**src/rtl/io_pkg.sv**
```systemverilog
// Purpose: shared state encoding and byte-width constant for the IO port serializer slice.
// Latency: none (types and constants only).
// Backpressure: none (types and constants only).
package io_pkg;

    localparam int IO_BYTE_BITS = 8;

    typedef enum logic [2:0] {
        IDLE,
        STORE,
        LOAD_REQ,
        LOAD_COLLECT,
        RESP
    } io_ser_state_t;

endpackage

```
**src/rtl/io_port_serializer_if.sv**
```systemverilog
// Purpose: command, byte-stream and response handshake bundle of the IO port serializer.
// Latency: none (wires only).
// Backpressure: every channel is valid/ready; the serializer owns the slave modport.
interface io_port_serializer_if
    import io_pkg::*;
#(
    parameter int PORTBYTEWIDTH = 8
);
    logic                                  CmdACK;
    logic                                  CmdREQ;
    logic                                  LoadEnIn;
    logic                                  StoreEnIn;
    logic [PORTBYTEWIDTH*IO_BYTE_BITS-1:0] CmdData;
    logic                                  ByteOutValid;
    logic                                  ByteOutReady;
    logic [IO_BYTE_BITS-1:0]               ByteOut;
    logic                                  ByteOutLast;
    logic                                  ReadReqValid;
    logic                                  ReadReqReady;
    logic                                  ByteInValid;
    logic                                  ByteInReady;
    logic [IO_BYTE_BITS-1:0]               ByteIn;
    logic                                  RespValid;
    logic                                  RespReady;
    logic [PORTBYTEWIDTH*IO_BYTE_BITS-1:0] RespData;
    logic                                  RespError;

    modport master (
        output CmdACK, LoadEnIn, StoreEnIn, CmdData, ByteOutReady, ReadReqReady,
               ByteInValid, ByteIn, RespReady,
        input  CmdREQ, ByteOutValid, ByteOut, ByteOutLast, ReadReqValid, ByteInReady,
               RespValid, RespData, RespError
    );

    modport slave (
        input  CmdACK, LoadEnIn, StoreEnIn, CmdData, ByteOutReady, ReadReqReady,
               ByteInValid, ByteIn, RespReady,
        output CmdREQ, ByteOutValid, ByteOut, ByteOutLast, ReadReqValid, ByteInReady,
               RespValid, RespData, RespError
    );

endinterface

```
**src/rtl/io_byte_counter.sv**
```systemverilog
// Purpose: byte index within a port word with clear, increment and last-byte flag.
// Latency: count updates one clock after clr/inc; last is combinational from count.
// Backpressure: none; the caller qualifies clr/inc with its own handshakes.
module io_byte_counter #(
    parameter int NUMBYTES = 8,
    parameter int CNTW     = $clog2(NUMBYTES)
) (
    input  logic            clk,
    input  logic            async_rst_n,
    input  logic            clr,
    input  logic            inc,
    output logic [CNTW-1:0] count,
    output logic            last
);

    always_ff @(posedge clk or negedge async_rst_n) begin
        if (!async_rst_n) begin
            count <= '0;
        end else if (clr) begin
            count <= '0;
        end else if (inc) begin
            count <= count + 1'b1;
        end
    end

    assign last = (count == CNTW'(NUMBYTES - 1));

endmodule

```
**src/rtl/io_port_serializer.sv**
```systemverilog
// Purpose: serializes store words to bytes and assembles load bytes into a word; IO_SERIALIZER_TIMEOUT_EN adds a load watchdog.
// Latency: store 1 + PORTBYTEWIDTH cycles; load 1 + 1 + PORTBYTEWIDTH cycles then response.
// Backpressure: every channel stalls on its ready; nothing advances while clk_en is low.
module io_port_serializer
    import io_pkg::*;
#(
    parameter int PORTBYTEWIDTH = 8,
    parameter int TIMEOUTCYCLES = 255
) (
    input  logic                 clk,
    input  logic                 async_rst_n,
    input  logic                 clk_en,
    io_port_serializer_if.slave  bus
);

    localparam int CNTW = $clog2(PORTBYTEWIDTH);

    if (PORTBYTEWIDTH < 2 || (PORTBYTEWIDTH % 2) != 0 || TIMEOUTCYCLES < 1) begin : gBadParam
        $error("io_port_serializer: PORTBYTEWIDTH must be even and >= 2, TIMEOUTCYCLES >= 1");
    end

    io_ser_state_t                                   state;
    logic                                            cmdReq;
    logic                                            byteOutVld;
    logic                                            readReqVld;
    logic                                            byteInRdy;
    logic                                            respVld;
    logic                                            loadEnQ;
    logic [PORTBYTEWIDTH-1:0][IO_BYTE_BITS-1:0]      cmdWord;
    logic [PORTBYTEWIDTH-1:0][IO_BYTE_BITS-1:0]      respWord;
    logic [CNTW-1:0]                                 cnt;
    logic                                            cntLast;
    logic                                            cntClr;
    logic                                            cntInc;
    logic                                            accept;
    logic                                            storeXfer;
    logic                                            readXfer;
    logic                                            byteInXfer;

    assign accept     = clk_en & cmdReq     & bus.CmdACK;
    assign storeXfer  = clk_en & byteOutVld & bus.ByteOutReady;
    assign readXfer   = clk_en & readReqVld & bus.ReadReqReady;
    assign byteInXfer = clk_en & byteInRdy  & bus.ByteInValid;

    // The last-byte compare ends each phase, so the counter is cleared instead of wrapping.
    assign cntClr = accept | readXfer | ((storeXfer | byteInXfer) & cntLast);
    assign cntInc = (storeXfer | byteInXfer) & ~cntLast;

    io_byte_counter #(
        .NUMBYTES (PORTBYTEWIDTH),
        .CNTW     (CNTW)
    ) uByteCounter (
        .clk         (clk),
        .async_rst_n (async_rst_n),
        .clr         (cntClr),
        .inc         (cntInc),
        .count       (cnt),
        .last        (cntLast)
    );

`ifdef IO_SERIALIZER_TIMEOUT_EN
    localparam int TOW = $clog2(TIMEOUTCYCLES + 1);
    logic [TOW-1:0] toCnt;
    logic           respErr;
`endif

    always_ff @(posedge clk or negedge async_rst_n) begin
        if (!async_rst_n) begin
            state      <= IDLE;
            cmdReq     <= 1'b0;
            byteOutVld <= 1'b0;
            readReqVld <= 1'b0;
            byteInRdy  <= 1'b0;
            respVld    <= 1'b0;
            loadEnQ    <= 1'b0;
            cmdWord    <= '0;
            respWord   <= '0;
`ifdef IO_SERIALIZER_TIMEOUT_EN
            toCnt      <= '0;
            respErr    <= 1'b0;
`endif
        end else if (clk_en) begin
            unique case (state)
                IDLE: begin
                    // CmdREQ only rises a cycle after entering IDLE; a dropped command keeps it high.
                    if (cmdReq && bus.CmdACK) begin
                        cmdWord <= bus.CmdData;
                        loadEnQ <= bus.LoadEnIn;
                        if (bus.StoreEnIn) begin
                            state      <= STORE;
                            cmdReq     <= 1'b0;
                            byteOutVld <= 1'b1;
                        end else if (bus.LoadEnIn) begin
                            state      <= LOAD_REQ;
                            cmdReq     <= 1'b0;
                            readReqVld <= 1'b1;
                        end
                    end else begin
                        cmdReq <= 1'b1;
                    end
                end
                STORE: begin
                    if (bus.ByteOutReady && cntLast) begin
                        byteOutVld <= 1'b0;
                        if (loadEnQ) begin
                            state      <= LOAD_REQ;
                            readReqVld <= 1'b1;
                        end else begin
                            state <= IDLE;
                        end
                    end
                end
                LOAD_REQ: begin
                    if (bus.ReadReqReady) begin
                        state      <= LOAD_COLLECT;
                        readReqVld <= 1'b0;
                        byteInRdy  <= 1'b1;
                        respWord   <= '0;
`ifdef IO_SERIALIZER_TIMEOUT_EN
                        toCnt      <= '0;
                        respErr    <= 1'b0;
`endif
                    end
                end
                LOAD_COLLECT: begin
                    if (bus.ByteInValid) begin
                        respWord[cnt] <= bus.ByteIn;
`ifdef IO_SERIALIZER_TIMEOUT_EN
                        toCnt         <= '0;
`endif
                        if (cntLast) begin
                            state     <= RESP;
                            byteInRdy <= 1'b0;
                            respVld   <= 1'b1;
                        end
                    end
`ifdef IO_SERIALIZER_TIMEOUT_EN
                    else if (toCnt == TOW'(TIMEOUTCYCLES - 1)) begin
                        // Unreceived bytes stay zero from the clear on entry.
                        state     <= RESP;
                        byteInRdy <= 1'b0;
                        respVld   <= 1'b1;
                        respErr   <= 1'b1;
                    end else begin
                        toCnt <= toCnt + 1'b1;
                    end
`endif
                end
                RESP: begin
                    if (bus.RespReady) begin
                        state   <= IDLE;
                        respVld <= 1'b0;
                    end
                end
                default: state <= IDLE;
            endcase
        end
    end

    assign bus.CmdREQ       = cmdReq;
    assign bus.ByteOutValid = byteOutVld;
    assign bus.ByteOut      = cmdWord[cnt];
    assign bus.ByteOutLast  = byteOutVld & cntLast;
    assign bus.ReadReqValid = readReqVld;
    assign bus.ByteInReady  = byteInRdy;
    assign bus.RespValid    = respVld;
    assign bus.RespData     = respWord;
`ifdef IO_SERIALIZER_TIMEOUT_EN
    assign bus.RespError    = respErr;
`else
    assign bus.RespError    = 1'b0;
`endif

endmodule

```
**src/flat_wrapper.sv**
```systemverilog
// flat-port wrapper written by rule: the top's interface ports become plain ports
module io_port_serializer_flat import io_pkg::*;
#(
    parameter int PORTBYTEWIDTH = 8,
    parameter int TIMEOUTCYCLES = 255
)
  (clk, async_rst_n, clk_en, bus_CmdACK, bus_LoadEnIn, bus_StoreEnIn, bus_CmdData, bus_ByteOutReady, bus_ReadReqReady, bus_ByteInValid, bus_ByteIn, bus_RespReady, bus_CmdREQ, bus_ByteOutValid, bus_ByteOut, bus_ByteOutLast, bus_ReadReqValid, bus_ByteInReady, bus_RespValid, bus_RespData, bus_RespError);
  io_port_serializer_if #(.PORTBYTEWIDTH(PORTBYTEWIDTH)) bus_i ();
  input  logic clk;
  input  logic async_rst_n;
  input  logic clk_en;
  input wire logic [$bits(bus_i.CmdACK)-1:0] bus_CmdACK;
  input wire logic [$bits(bus_i.LoadEnIn)-1:0] bus_LoadEnIn;
  input wire logic [$bits(bus_i.StoreEnIn)-1:0] bus_StoreEnIn;
  input wire logic [$bits(bus_i.CmdData)-1:0] bus_CmdData;
  input wire logic [$bits(bus_i.ByteOutReady)-1:0] bus_ByteOutReady;
  input wire logic [$bits(bus_i.ReadReqReady)-1:0] bus_ReadReqReady;
  input wire logic [$bits(bus_i.ByteInValid)-1:0] bus_ByteInValid;
  input wire logic [$bits(bus_i.ByteIn)-1:0] bus_ByteIn;
  input wire logic [$bits(bus_i.RespReady)-1:0] bus_RespReady;
  output wire logic [$bits(bus_i.CmdREQ)-1:0] bus_CmdREQ;
  output wire logic [$bits(bus_i.ByteOutValid)-1:0] bus_ByteOutValid;
  output wire logic [$bits(bus_i.ByteOut)-1:0] bus_ByteOut;
  output wire logic [$bits(bus_i.ByteOutLast)-1:0] bus_ByteOutLast;
  output wire logic [$bits(bus_i.ReadReqValid)-1:0] bus_ReadReqValid;
  output wire logic [$bits(bus_i.ByteInReady)-1:0] bus_ByteInReady;
  output wire logic [$bits(bus_i.RespValid)-1:0] bus_RespValid;
  output wire logic [$bits(bus_i.RespData)-1:0] bus_RespData;
  output wire logic [$bits(bus_i.RespError)-1:0] bus_RespError;
  assign bus_i.CmdACK = bus_CmdACK;
  assign bus_i.LoadEnIn = bus_LoadEnIn;
  assign bus_i.StoreEnIn = bus_StoreEnIn;
  assign bus_i.CmdData = bus_CmdData;
  assign bus_i.ByteOutReady = bus_ByteOutReady;
  assign bus_i.ReadReqReady = bus_ReadReqReady;
  assign bus_i.ByteInValid = bus_ByteInValid;
  assign bus_i.ByteIn = bus_ByteIn;
  assign bus_i.RespReady = bus_RespReady;
  assign bus_CmdREQ = bus_i.CmdREQ;
  assign bus_ByteOutValid = bus_i.ByteOutValid;
  assign bus_ByteOut = bus_i.ByteOut;
  assign bus_ByteOutLast = bus_i.ByteOutLast;
  assign bus_ReadReqValid = bus_i.ReadReqValid;
  assign bus_ByteInReady = bus_i.ByteInReady;
  assign bus_RespValid = bus_i.RespValid;
  assign bus_RespData = bus_i.RespData;
  assign bus_RespError = bus_i.RespError;
  io_port_serializer #(.PORTBYTEWIDTH(PORTBYTEWIDTH), .TIMEOUTCYCLES(TIMEOUTCYCLES)) u_core (.clk(clk), .async_rst_n(async_rst_n), .clk_en(clk_en), .bus(bus_i));
endmodule
```
**config.mk**
```make
export PLATFORM = sky130hd
export DESIGN_NAME = io_port_serializer_flat
export DESIGN_NICKNAME = d
export VERILOG_FILES = /design/src/rtl/io_pkg.sv /design/src/rtl/io_port_serializer_if.sv /design/src/rtl/io_byte_counter.sv /design/src/rtl/io_port_serializer.sv /design/src/flat_wrapper.sv
export SDC_FILE = /design/constraint.sdc
export NUM_CORES = 1
export LEC_CHECK = 0
export CORE_MARGIN = 2
export CORE_UTILIZATION = 48
export DETAILED_ROUTE_END_ITERATION = 10
export GPL_ROUTABILITY_DRIVEN = 0
export HOLD_SLACK_MARGIN = 0.06
export PLACE_DENSITY = 0.85
export SLEW_MARGIN = 20
export SYNTH_ARGS = -nofsm -noshare
export SYNTH_HDL_FRONTEND = slang
export SYNTH_SLANG_ARGS = --single-unit
```
**constraint.sdc**
```tcl
create_clock -name clk -period 2.07 [get_ports clk]
set_input_delay 0.3105 -clock clk [delete_from_list [all_inputs] [get_ports clk]]
set_output_delay 0.3105 -clock clk [all_outputs]
set_load 0.01 [all_outputs]
```
# Word level (Yosys, flattened, before mapping)
# Index checks and enable logic that the tools add are counted.
[totals]
word_cells = 118
reg_bits = 140
output_inout_bits = 79
[classes]
add_sub_neg = 1
muxes = 42
n_eq_ne = 17
magnitude_cmp = 2
bitwise_logic = 15
reduce_logical = 17
[ops]
columns = ["op", "n"]
rows = [
  ["$mux 64", 2],
  ["$pmux 64 s2", 1],
  ["$bwmux 64", 1],
  ["$mux 3", 10],
  ["$bmux 8 s3", 1],
  ["$demux 8 s3", 1],
  ["$mux 1", 18],
  ["$mux 8", 2],
  ["$reduce_and 8->1", 2],
  ["$pmux 3 s5", 1],
  ["$reduce_and 5->1", 3],
  ["$ne 2x2->1 const B", 6],
  ["$and 1x1->1", 11],
  ["$ne 2x1->1 const B", 4],
  ["$reduce_bool 2->1", 4],
  ["$eq 3x2->1 const B", 2],
  ["$eq 3x3->1 const B", 2],
  ["$ne 3x3->1 const B", 2],
  ["$pmux 1 s2", 3],
  ["$reduce_and 3->1", 2],
  ["$lt 3x4->1 const B", 1],
  ["$reduce_and 4->1", 1],
  ["$add 3x1->3 const B", 1],
  ["$eq 3x1->1 const B", 1],
  ["8 further kinds", 12],
]

# Depth between registers and ports, before layout
# Gate-level depths: netlist (run 1).
[logic_depth]
depth_word = 7
ltp_mapped = 7
ltp_nobuf = 6

# By module
# From an unflattened synthesis (run 1), not the netlist that was laid out.
[hier_totals]
cells_unflattened = 513
hier_area_um2 = 6048.3
[by_module_without_submodules]
columns = ["mod", "area_each_um2", "cells_per_inst", "instances"]
rows = [
  ["io_port_serializer", 5908.2, 502, 1],
  ["io_byte_counter", 140.1, 11, 1],
]

# Least setup slack after synthesis (run 1)
# OpenSTA, ideal clock, no wires.
[synth_path]
path_type = "reg-to-reg"
from = "register u_core.uByteCounter.count[0]"
to = "register u_core.readReqVld, in the netlist u_core.bus.ReadReqValid"
setup_slack_ns = 0.278
synth_period_minus_slack_ns = 1.792
path_buffers = 0
arrival_ns = 1.668
path_stages_with_launch = 7
required_ns = 1.945
path_cell_list = "dfrtp_1 > ha_1 > ha_1 > nand3_1 > o21ai_0 > o2111ai_1 > mux2_2"
[synth_via]
elab_chain_cells = 4
[synth_rtl]
columns = ["item", "line_no", "rtl"]
rows = [
  ["from (decl)", "io_byte_counter.sv:12", "output logic [CNTW-1:0] count,"],
  ["from (signal assigned)", "io_byte_counter.sv:22", "count <= count + 1'b1;"],
  ["$eq 3x3->1", "io_byte_counter.sv:26", "assign last = (count == CNTW'(NUMBYTES - 1));"],
  ["$logic_and 1x1->1", "io_port_serializer.sv:103", "if (bus.ByteOutReady && cntLast) begin"],
  ["$ne 2x1->1 (no source line)", "n/a", ""],
  ["$reduce_and 8->1 (no source line)", "n/a", ""],
  ["to (signal assigned)", "io_port_serializer.sv:96", "readReqVld <= 1'b1;"],
  ["to (signal assigned)", "io_port_serializer.sv:107", "readReqVld <= 1'b1;"],
  ["to (signal assigned)", "io_port_serializer.sv:116", "readReqVld <= 1'b0;"],
  ["to (decl)", "io_port_serializer.sv:25", "logic readReqVld;"],
]
# Every way passes these cells.
# A chain may end at the register's enable or synchronous reset.

# Final worst setup path (run 1)
[layout_path]
from = "register u_core.uByteCounter.count[0]"
to = "output bus_ByteOut[1]"
[layout_via]
elab_chain_cells = 2
[layout_rtl]
columns = ["item", "line_no", "rtl"]
rows = [
  ["$bmux 8 s3", "io_port_serializer.sv:162", "assign bus.ByteOut = cmdWord[cnt];"],
  ["$mux 8 (implied by the code)", "io_port_serializer.sv:162", ""],
  ["to (decl)", "flat_wrapper.sv:23", "output wire logic [$bits(bus_i.ByteOut)-1:0] bus_ByteOut;"],
]
# Every way passes these cells. The select of a mux whose other input is x is not followed.

==> results of run 1 <==
[cells in the final DEF (no fill, tap or decap), drive strengths merged, types with 2 or more instances in the layout]
| cell type | n |
|---|---|
| a221oi | 4 |
| a222oi | 2 |
| a22o | 5 |
| a22oi | 3 |
| a31oi | 4 |
| and3b | 4 |
| buf | 64 |
| clkbuf | 22 |
| clkdlybuf4s50 | 149 |
| clkinv | 5 |
| clkinvlp | 3 |
| dfrtp | 140 |
| ha | 2 |
| inv | 5 |
| mux2 | 67 |
| mux2i | 10 |
| mux4 | 5 |
| nand2 | 89 |
| nand2b | 3 |
| nand3 | 10 |
| nand3b | 4 |
| nor2 | 12 |
| nor2b | 3 |
| nor3 | 4 |
| nor3b | 3 |
| o211ai | 11 |
| o21ai | 82 |
[report_power, final]
| part | internal (mW) | switching [mW] |
|---|---|---|
| Clock | 1.53 | 1.09 |
| Sequential | 3.77 | 0.743 |
| Combinational | 2.60 | 2.11 |
[worst paths after layout]
check                                                         start                                  end  slack (ps)  cells after the start
max                        u_core.uByteCounter.count[0]$_DFFE_PN0P_                       bus_ByteOut[1]        -210                      5
min                                                     async_rst_n       u_core.cmdWord[55]$_DFFE_PN0P_         390                      2
max reg2reg                u_core.uByteCounter.count[0]$_DFFE_PN0P_  u_core.bus.RespData[45]$_DFFE_PN0P_          80                      7
min reg2reg                     u_core.bus.RespData[17]$_DFFE_PN0P_  u_core.bus.RespData[17]$_DFFE_PN0P_         490                      2
max in group asynchronous                               async_rst_n  u_core.bus.RespData[55]$_DFFE_PN0P_         950                      3
min in group clk                u_core.bus.RespData[17]$_DFFE_PN0P_  u_core.bus.RespData[17]$_DFFE_PN0P_         490                      2
[worst max-delay path: stages, from the launching register on]
cell and delay [ps]:
sky130_fd_sc_hd__dfrtp_2 410, sky130_fd_sc_hd__buf_6 140, sky130_fd_sc_hd__buf_12 110, sky130_fd_sc_hd__mux4_2 490, sky130_fd_sc_hd__mux2_2 290, sky130_fd_sc_hd__buf_6 120
[final cells by class]
type / instances / area [um2] / area share
Tap cell: 168 / 210 / 0.0240
Clock buffer: 22 / 454 / 0.0518
Timing Repair Buffer: 214 / 2090 / 0.239
Clock inverter: 8 / 47.5 / 0.00543
Multi-Input combinational cell: 340 / 2430 / 0.278
Inverter: 5 / 18.8 / 0.00214
Sequential cell: 140 / 3510 / 0.400
[metrics by stage]
step,cell area [um2],setup TNS [ps],hold WS [ps]
6_report,8760,-1160,388
5_1_grt,8760,-1830,416
4_1_cts,8680,-1280,403
3_5_place_dp,8050,-955,268
3_3_place_gp,8050,-478,266
2_1_floorplan,5980,0,14.9
[routing by layer]
| layer | vias up | routed length (um) | global-route usage |
|---|---|---|---|
| li1 | 2230 | - | - |
| met1 | 2521 | 6910 | 0.344 |
| met2 | 233 | 8710 | 0.440 |
| met3 | 28 | 1170 | 0.0664 |
| met4 | 0 | 329 | 0.0817 |
| met5 | - | 0 | 0 |
[timing repair]
action	CTS	global route
pin swaps	8	9
buffers inserted	7	4
hold buffers	1	0
endpoints found under the setup margin	10	14
endpoints found under the hold margin	46	0
gates resized for setup	70	15
[flip-flops by register name, indices dropped and copies added, names as in the netlist]
name	count
u_core.bus.RespData	64
u_core.bus.RespValid	1
u_core.uByteCounter.count	3
u_core.bus.CmdREQ	1
u_core.bus.ReadReqValid	1
u_core.cmdWord	64
u_core.bus.ByteInReady	1
u_core.state	3
u_core.bus.ByteOutValid	1
u_core.loadEnQ	1
[synth_stat cells (all sizes together) (4+ instances only)]
master  instances  area (um2)
dfrtp         140        3500
nand2          89         334
o21ai          82         410
mux2           67         754
buf            18         113
nor2           12        45.0
o211ai         11        82.6
mux2i          10         100
nand3          10        50.1
clkbuf          6        23.8
a22o            5        43.8
inv             5        18.8
mux4            5         113
a221oi          4        35.0
a31oi           4        25.0
and3b           4        35.0
nand3b          4        30.0
nor3            4        25.0
[cell families after synthesis]
logic type               count (synthesis)  synth area share
AO/OA/AOI/OAI                          117             0.116
adder cells (fa/ha/maj)                  2           0.00418
buffers and inverters                   29            0.0259
flip-flops                             140             0.586
multiplexers                            82             0.162
other                                    1          0.000627
AND/OR/NAND/NOR                        138             0.106
==> reports/metrics.sh, run 1 <==
FLOW.AREA_GROWTH_FROM_SYNTHESIS_PCT=46.5
POST_LAYOUT_NONFILLER_INSTANCES=897
ANTENNA_CELLS_INSERTED=0
GRT_PASS1_WL_UM=27000
VIOLATIONS='setup timing'
DP_SLACK_PS=-170
IO_PINS=161
PEAKVDDDROP_mV=0.747
ASYNC_SET_RESET_FLOP_SHARE_OUT_OF_SYNTHESIS=1.00
FIN_SKEW_PS=8.04
WORST-SLEW-PIN-TRANSITION_PS=702
POWER.TOTAL_mW=11.8
CLOCK-SINKS=140
DETAILED_PLACE_HPWL_UM=12300
HOLD_VIOL_FINAL=0
TOTAL_NETS_FINAL=802
FINAL_LAYOUT_SIZE_SUFFIX_GT1_FRAC=0.254
SYNTH-SEQ-AREA-SHARE=0.586
YOSYSWARNINGCOUNT=0
FINAL.MIN_CLOCK_PERIOD_PS=2280
TIMING.SLEW.HEADROOM=0.530
FLOORPLAN.DIE.WIDTH_UM=116
ANT_NETS=0
CTS-ROOT-BUF='sky130_fd_sc_hd__clkbuf_16'
INITIAL_CORE_UTIL=0.494
CAP_VIOLATIONS=0
CTS_MAX_PATH_BUFFERS=2
GRT_USE_TOTAL=0.264
DIE_H_UM=116
P_LEAK_nW=3.71
SYNTH_AREA_PER_CELL_UM2=11.8
NETLIST_INSTANCES=509
NUMCTSBUFFERS=17
OUTCOME='finished, violations left'
FINAL-MAX-SLEW-VIOLATION-COUNT=0
COUNT_OF_FLIP_FLOPS_WITH_A_BUILT_IN_ENABLE_AFTER_SYNTHESIS=0
CLKSLEWWORSTSETUPHOLDPATHS_PS=60
PER_CELL_ROUTED_WIRE_LENGTH_UM=19.1
CTSHTREEMAXLEVEL=4
WORSTPATHREQUIRED_PS=1760
DETAILEDROUTE.FIRSTITERATIONVIOLATIONS=496
SETUP_VIOLATIONS=8
POST_ROUTE_DRC=0
ARRIVAL_PS=1970
CELL_AREA_AFTER_TECHNOLOGY_MAPPING_UM2=5980
FMAX_GHz=0.438
DETAILED_ROUTE_WIRE_LENGTH_UM=17100
SYNTHFLOPTYPE='sky130_fd_sc_hd__dfrtp_1'
GRT_START_MAX_NET_PINS=52
ANTENNA_FOUND_INITIAL=0
TOTAL_OVERFLOW_REPORTED_BY_THE_GLOBAL_ROUTER=0
PORT-BUFFER-COUNT=159
VIAS_PER_CELL=5.59
HOLD_PATH.CLASS='primary input to asynchronous set/reset pin'
DRT_PRE_ANTENNA_ITERS=5
CRITPATHCAPTURETYPE='primary output'
TIMING_WORST_SETUP_PATH_TYPE='register to primary output'
UTILIZATION=0.724
POSTLAYOUTSETUPSLACKWORST_PS=-214
YS_SEQ_ELEMENTS=140
CLK_LATENCY_WORST_SKEW_PAIR_PS=410
CTS_TREE='built'
FILLERINSTANCES=797
PLACED_CELLS_INCL_TAPS=856
POST-ROUTE-PERIOD-UTIL=1.10
ROUTE.VIAS.TOTAL=5012
GRT_PASS1_VIAS=5175
SYNTH_FP_NETS=593
RSZ0062_AT_GRT='yes'
POWER_DENSITY_RELATIVE_TO_CELL_AREA_nW_PER_UM2=1350
PATH_MAX_FANOUT=5
TIMING.CRITICAL_PATH.FROM_TYPE='register'
SYNTH_CELL_TYPES=45
FP.DIEAREA_UM2=13400
CORE_REGION_AREA_UM2=12100
NUM_ROWS=40
Note: power is estimated with default switching activity, not from simulation.
==> run 2: changes to the inputs <==
==> constraint.sdc (replaced) <==
create_clock -name clk -period 2.07 [get_ports clk]
set_input_delay 0.3105 -clock clk [delete_from_list [all_inputs] [get_ports clk]]
set_output_delay 0.3105 -clock clk [all_outputs]
set_load 0.005 [all_outputs]
==> run 2 against run 1 <==
Effect of this change:
- critical path type unchanged
- first-iteration DRC count is 5.4% lower
- clock skew is 2.3 ps lower
- global-route usage is 0.11 points higher
- register-to-register slack worse by 20 ps
- clock-buffer cell count stayed put
- the run still ends with setup timing left
==> reports/metrics.sh, run 2 (same netlist as run 1, synthesis figures left out) <==
OUTCOME='finished, violations left'
VIOLATIONS='setup timing'
POST_ROUTE_DRC=0  # unchanged
TIMING.CRITICAL_PATH.FROM_TYPE='register'
CLOCK-SINKS=140  # unchanged
HOLD_PATH.CLASS='primary input to asynchronous set/reset pin'
PLACED_CELL_AREA_UM2=8020  # -0.44%
GRT_PASS1_VIAS=5286  # +2.1%
CLK_LATENCY_WORST_SKEW_PAIR_PS=410  # about the same
POSTLAYOUTSETUPSLACKWORST_PS=-151  # +62.8 ps
POWER.SHARE.SWITCHING=0.316  # -0.0163
CP.BUFFERS_INVERTERS=2  # -1
IO_PINS=161  # unchanged
POWER_DISSIPATED_BY_SWITCHING_NET_LOADS_mW=3.80  # -3.6%
CRITPATHCAPTURETYPE='primary output'
WORSTPATHREQUIRED_PS=1760  # about the same
ARRIVAL_PS=1910  # -60 ps
ROUTE.VIAS.TOTAL=5052  # +0.80%
CRIT_PATH_MAX_INCR_DELAY_PS=530  # +40 ps
VIAS_PER_CELL=5.63  # +0.80%
DETAILED_ROUTE_WIRE_LENGTH_UM=17300  # +1.1%
WORSTSETUPSTARTPOINT='u_core.uByteCounter.count[0]$_DFFE_PN0P_'
WORST-SLEW-PIN-TRANSITION_PS=727  # +25.3 ps
CTSHTREEMAXLEVEL=4  # unchanged
DETAILED_PLACE_HPWL_UM=12000  # -1.9%
SETUP_VIOLATIONS=8  # unchanged
PATH_MAX_FANOUT=7  # +2
SEQ_POWER_SHARE=0.376  # -0.005
FLOORPLAN.DIE.WIDTH_UM=116  # unchanged
UTILIZATION=0.728  # +0.00475
FINAL_LAYOUT_SIZE_SUFFIX_GT1_FRAC=0.255  # +0.00137
RSZ0062_AT_GRT='yes'
CRITPATHTOPFAMILY='multiplexers'
CELLINTERNALPOWER_mW=8.20  # +3.8%
FIN_SKEW_PS=5.77  # -2.27 ps
CORE_REGION_AREA_UM2=12100  # unchanged
COMBINATIONALPOWERSHARE=0.379  # -0.018
CLKSLEWWORSTSETUPHOLDPATHS_PS=60  # about the same
FLOW.AREA_GROWTH_FROM_SYNTHESIS_PCT=47.5
NUM_ROWS=40  # unchanged
POWER.SHARE.CLOCK=0.245  # +0.023
TIMING.SLEW.HEADROOM=0.513  # -0.0169
REGTOREGSTARTPOINT='u_core.uByteCounter.count[0]$_DFFE_PN0P_'
TOTAL_NETS_FINAL=803  # +0.12%
CAP_VIOLATIONS=0  # unchanged
DIE_H_UM=116  # unchanged
FINAL-MAX-SLEW-VIOLATION-COUNT=0  # unchanged
POST_LAYOUT_NONFILLER_INSTANCES=897  # unchanged
ANTENNA_CELLS_INSERTED=0  # unchanged
LAYOUT_COMMON_CELLS='sky130_fd_sc_hd__clkdlybuf4s50_1 (149), sky130_fd_sc_hd__dfrtp_1 (138), sky130_fd_sc_hd__nand2_1 (89), sky130_fd_sc_hd__o21ai_0 (67), sky130_fd_sc_hd__mux2_2 (62)'
FMAX_GHz=0.450  # +2.8%
PEAKVDDDROP_mV=0.816  # +9.3%
TIMING_WORST_SETUP_PATH_TYPE='register to primary output'
CTS_TREE='built'
POST-ROUTE-PERIOD-UTIL=1.07  # -0.0304
DRT_PRE_ANTENNA_ITERS=5  # unchanged
GRT_START_MAX_NET_PINS=67  # +29%
INITIAL_CORE_UTIL=0.494  # unchanged
TOTAL_OVERFLOW_REPORTED_BY_THE_GLOBAL_ROUTER=0  # unchanged
PLACED_CELLS_INCL_TAPS=853  # -0.35%
CRIT_PATH_CELL_TRACE='buf_6 > mux4_2 > mux2_4 > buf_6'
POWER_DENSITY_RELATIVE_TO_CELL_AREA_nW_PER_UM2=1360  # +0.68%
MOST_FREQUENT_CELL_ON_THE_CRITICAL_PATH='sky130_fd_sc_hd__buf_6'
MOSTFREQUENTLAYOUTCELL='sky130_fd_sc_hd__clkdlybuf4s50_1'
ANT_NETS=0  # unchanged
FP.DIEAREA_UM2=13400  # unchanged
HOLD_VIOL_FINAL=0  # unchanged
DESIGN_AREA_UM2=8820  # +0.66%
CRITPATHSLOWESTCELL='sky130_fd_sc_hd__mux4_2'
PORT-BUFFER-COUNT=159  # unchanged
NUMCTSBUFFERS=17  # unchanged
DETAILEDROUTE.FIRSTITERATIONVIOLATIONS=469  # -5.4%
P_LEAK_nW=3.75  # +1.1%
FIN_SETUP_TNS_PS=-872  # +284 ps
PER_CELL_ROUTED_WIRE_LENGTH_UM=19.3  # +1.1%
CTS-ROOT-BUF='sky130_fd_sc_hd__clkbuf_16'
CTS_MAX_PATH_BUFFERS=2  # unchanged
FINAL.MIN_CLOCK_PERIOD_PS=2220  # -62.8 ps
ANTENNA_FOUND_INITIAL=1  # +1
GRT_PASS1_WL_UM=26900  # -0.21%
GRT_USE_TOTAL=0.265  # +0.00110
POWER.TOTAL_mW=12.0  # +1.3%
## run 2: routing by layer
| layer | vias to the layer above | track usage | routed length [um] |
|---|---|---|---|
| met5 | - | 0 | 0 |
| met4 | 0 | 0.107 | 378 |
| met3 | 40 | 0.0748 | 1200 |
| met2 | 254 | 0.450 | 8760 |
| met1 | 2523 | 0.323 | 6970 |
| li1 | 2235 | - | - |
## run 2: final timing paths
path	endpoint	slack (ps)	depth (start not counted)
worst max-delay path	bus_ByteOut[1]	-150	4
worst min-delay path	u_core.cmdWord[55]$_DFFE_PN0P_	360	2
worst max register to register	u_core.bus.ReadReqValid$_DFFE_PN0P_	60	8
worst min register to register	u_core.bus.RespData[39]$_DFFE_PN0P_	490	2
max in group asynchronous	u_core.cmdWord[12]$_DFFE_PN0P_	1080	3
min in group clk	u_core.bus.RespData[39]$_DFFE_PN0P_	490	2
## run 2: area by class of cell
class | instances | area (um2)
Sequential cell | 140 | 3510
Fill cell | 805 | 3290
Multi-Input combinational cell | 340 | 2450
Timing Repair Buffer | 215 | 2070
Clock buffer | 22 | 474
Tap cell | 168 | 210
Clock inverter | 7 | 91.3
Inverter | 5 | 18.8
## run 2: worst reg2reg max path, cell delays in order, from the launching register on
cell                        delay (ps)
sky130_fd_sc_hd__dfrtp_2           440
sky130_fd_sc_hd__buf_6             150
sky130_fd_sc_hd__buf_6             130
sky130_fd_sc_hd__ha_4              160
sky130_fd_sc_hd__ha_4              160
sky130_fd_sc_hd__nand3_1           120
sky130_fd_sc_hd__o21ai_0           150
sky130_fd_sc_hd__o2111ai_2         240
sky130_fd_sc_hd__mux2_2            360
## run 2: power groups by stage
stage	logic [mW]	clock network (mW)	registers, mW
2_1_floorplan	2.23	0	4.25
3_3_place_gp	4.00	0	4.39
3_5_place_dp	4.17	0	4.47
4_1_cts	4.37	2.97	4.45
5_1_grt	4.92	3.08	4.60
6_report	4.55	2.94	4.52
## run 2: timing repair
| item | in CTS | in global routing |
|---|---|---|
| pin swaps | 7 | 8 |
| endpoints found under the setup margin | 10 | 9 |
| gates resized for setup | 63 | 20 |
| buffers inserted | 12 | 2 |
| hold buffers | 1 | 0 |
| gates cloned | 0 | 0 |
| endpoints found under the hold margin | 33 | 0 |
## run 2: per-stage QoR
step                setup WS [ps]  hold WS (ps)
detailed placement           -101           235
finish                       -151           364
floorplan                     278          14.9
global route                 -219           375
global placement            -82.2           232
CTS                          -196           363
==> RTL change: new RTL, flow settings as in run 2 <==
Add a define of `IO_SERIALIZER_TIMEOUT_EN`.
--- a/src/rtl/io_port_serializer.sv
+++ b/src/rtl/io_port_serializer.sv
@@ -1,6 +1,8 @@
 // Purpose: serializes store words to bytes and assembles load bytes into a word; IO_SERIALIZER_TIMEOUT_EN adds a load watchdog.
 // Latency: store 1 + PORTBYTEWIDTH cycles; load 1 + 1 + PORTBYTEWIDTH cycles then response.
 // Backpressure: every channel stalls on its ready; nothing advances while clk_en is low.
+`define IO_SERIALIZER_TIMEOUT_EN
+
 module io_port_serializer
     import io_pkg::*;
 #(
Behaviour: same outputs for any inputs over 4 cycles, from zero or initial values and one cycle with async_rst_n low; that may be too few to reach the edited logic, so the function may still have changed.
==> RTL change against run 2 <==
The flow still finishes with violations (setup timing); power increased by 0.95%; sequential cell count grew 9; cell area increased by 12%; routed wire length up 18%; worst setup slack got worse by 0.14 ns; clock power rose by 2%; non-clock buffer count rose by 22; synthesized area increased by 14%; critical path type unchanged; largest power group is now sequential cells; highest routed layer unchanged.
==> RTL change: results <==
global_route:
  grt_pass1_wl_um: 31700
  met1_usage: 0.345
  grt_pass1_vias: 5804
  met2_usage: 0.459
  antenna_found_initial: 0
  track_usage: 0.281
  grtUsageMet3: 0.0803
  grt_max_degree: 59
critical_path:
  endpoint: "bus_ByteOut[2]"
  regToRegStartpoint: "u_core.uByteCounter.count[2]"
  worstPathArrival_ns: 2.06
  r2r_setup_slack_ns: 0.09
run_status:
  violations: "setup timing"
  status: "finished, violations left"
placed_design:
  dp_cells: 924
  dp_hpwl_um: 13300
  io_buffers: 160
timing:
  setup_slack_ns: -0.296
  setup_viol: 9
  tns_ns: -1.95
  tightest_slew_ns: 0.710
  finClkSkew_ns: 0.00909
synth:
  synth_seq_area_share: 0.546
  async_flop_share: 1.00
  synth_compound_area_frac: 0.121
  synthAdderAreaFrac: 0.00733
  syn_area_per_cell_um2: 12.2
  synthMuxAreaShare: 0.178
  syn-num-nets: 647
  ys_types: 58
layout:
  fin_nets: 876
  drive_above_1_share: 0.284
  fillers: 913
route:
  drtIter0Drc: 458
  via_count: 5687
  drt-total-wl_um: 20400
  wl_met1_um: 8090
  wl_met3_um: 1500
  vias_per_cell: 5.79
  wl_met2_um: 9970
cts:
  worstSkewPairLatency_ns: 0.43
power_and_ir_drop:
  ir_worst_vdd_uv: 834
  p_leak_nw: 4.35
## RTL change: layout make-up
class,count,area [um2],share of cell area
sequential,149,3730,0.378
tap,180,225,0.0228
inverter,7,26.3,0.00267
timing repair buffer,237,2350,0.239
clock buffer,22,474,0.0481
clock inverter,10,97.6,0.00990
multi-input combinational,378,2950,0.299
## RTL change: what timing repair did
action                                 in CTS  in global routing
pin swaps                                  13                 16
hold buffers                                1                  0
gates cloned                                2                  0
buffers inserted                           18                 10
endpoints found under the hold margin      54                  0
gates resized for setup                    70                 12
setup endpoints to repair                  16                 42
## RTL change: report_power, final
group / leakage, nW / internal [mW] / switching [mW] / total (mW)
Combinational: 2.10 / 2.62 / 1.86 / 4.48
Clock: 0.273 / 1.76 / 1.25 / 3.01
Sequential: 1.97 / 3.84 / 0.783 / 4.62
Total: 4.35 / 8.21 / 3.90 / 12.1
## RTL change: critical path, cell delays in order (launching register included)
cell and delay [ns]:
dfrtp_2 0.45, buf_4 0.16, buf_12 0.13, buf_4 0.13
mux4_2 0.30, nor2_2 0.13, a21oi_1 0.06, a21o_1 0.15
buf_2 0.12
## RTL change: cells by family after synthesis
| kind of cell | after synthesis |
|---|---|
| compound gates | 135 |
| mux | 85 |
| fa+ha+maj | 4 |
| flops | 149 |
| simple gates | 154 |
| buf+inv | 34 |
## RTL change: through the flow
stage | power (mW) | util | worst slack, ns | hold slack, ns | area, um2
6_report | 12.1 | 0.710 | -0.296 | 0.411 | 9860
5_1_grt | 12.7 | 0.710 | -0.349 | 0.441 | 9860
4_1_cts | 11.9 | 0.705 | -0.254 | 0.420 | 9780
3_5_place_dp | 8.48 | 0.640 | -0.138 | 0.302 | 8890
3_3_place_gp | 8.29 | 0.640 | -0.109 | 0.286 | 8890
2_1_floorplan | 6.70 | - | 0.410 | 0.0149 | 6830
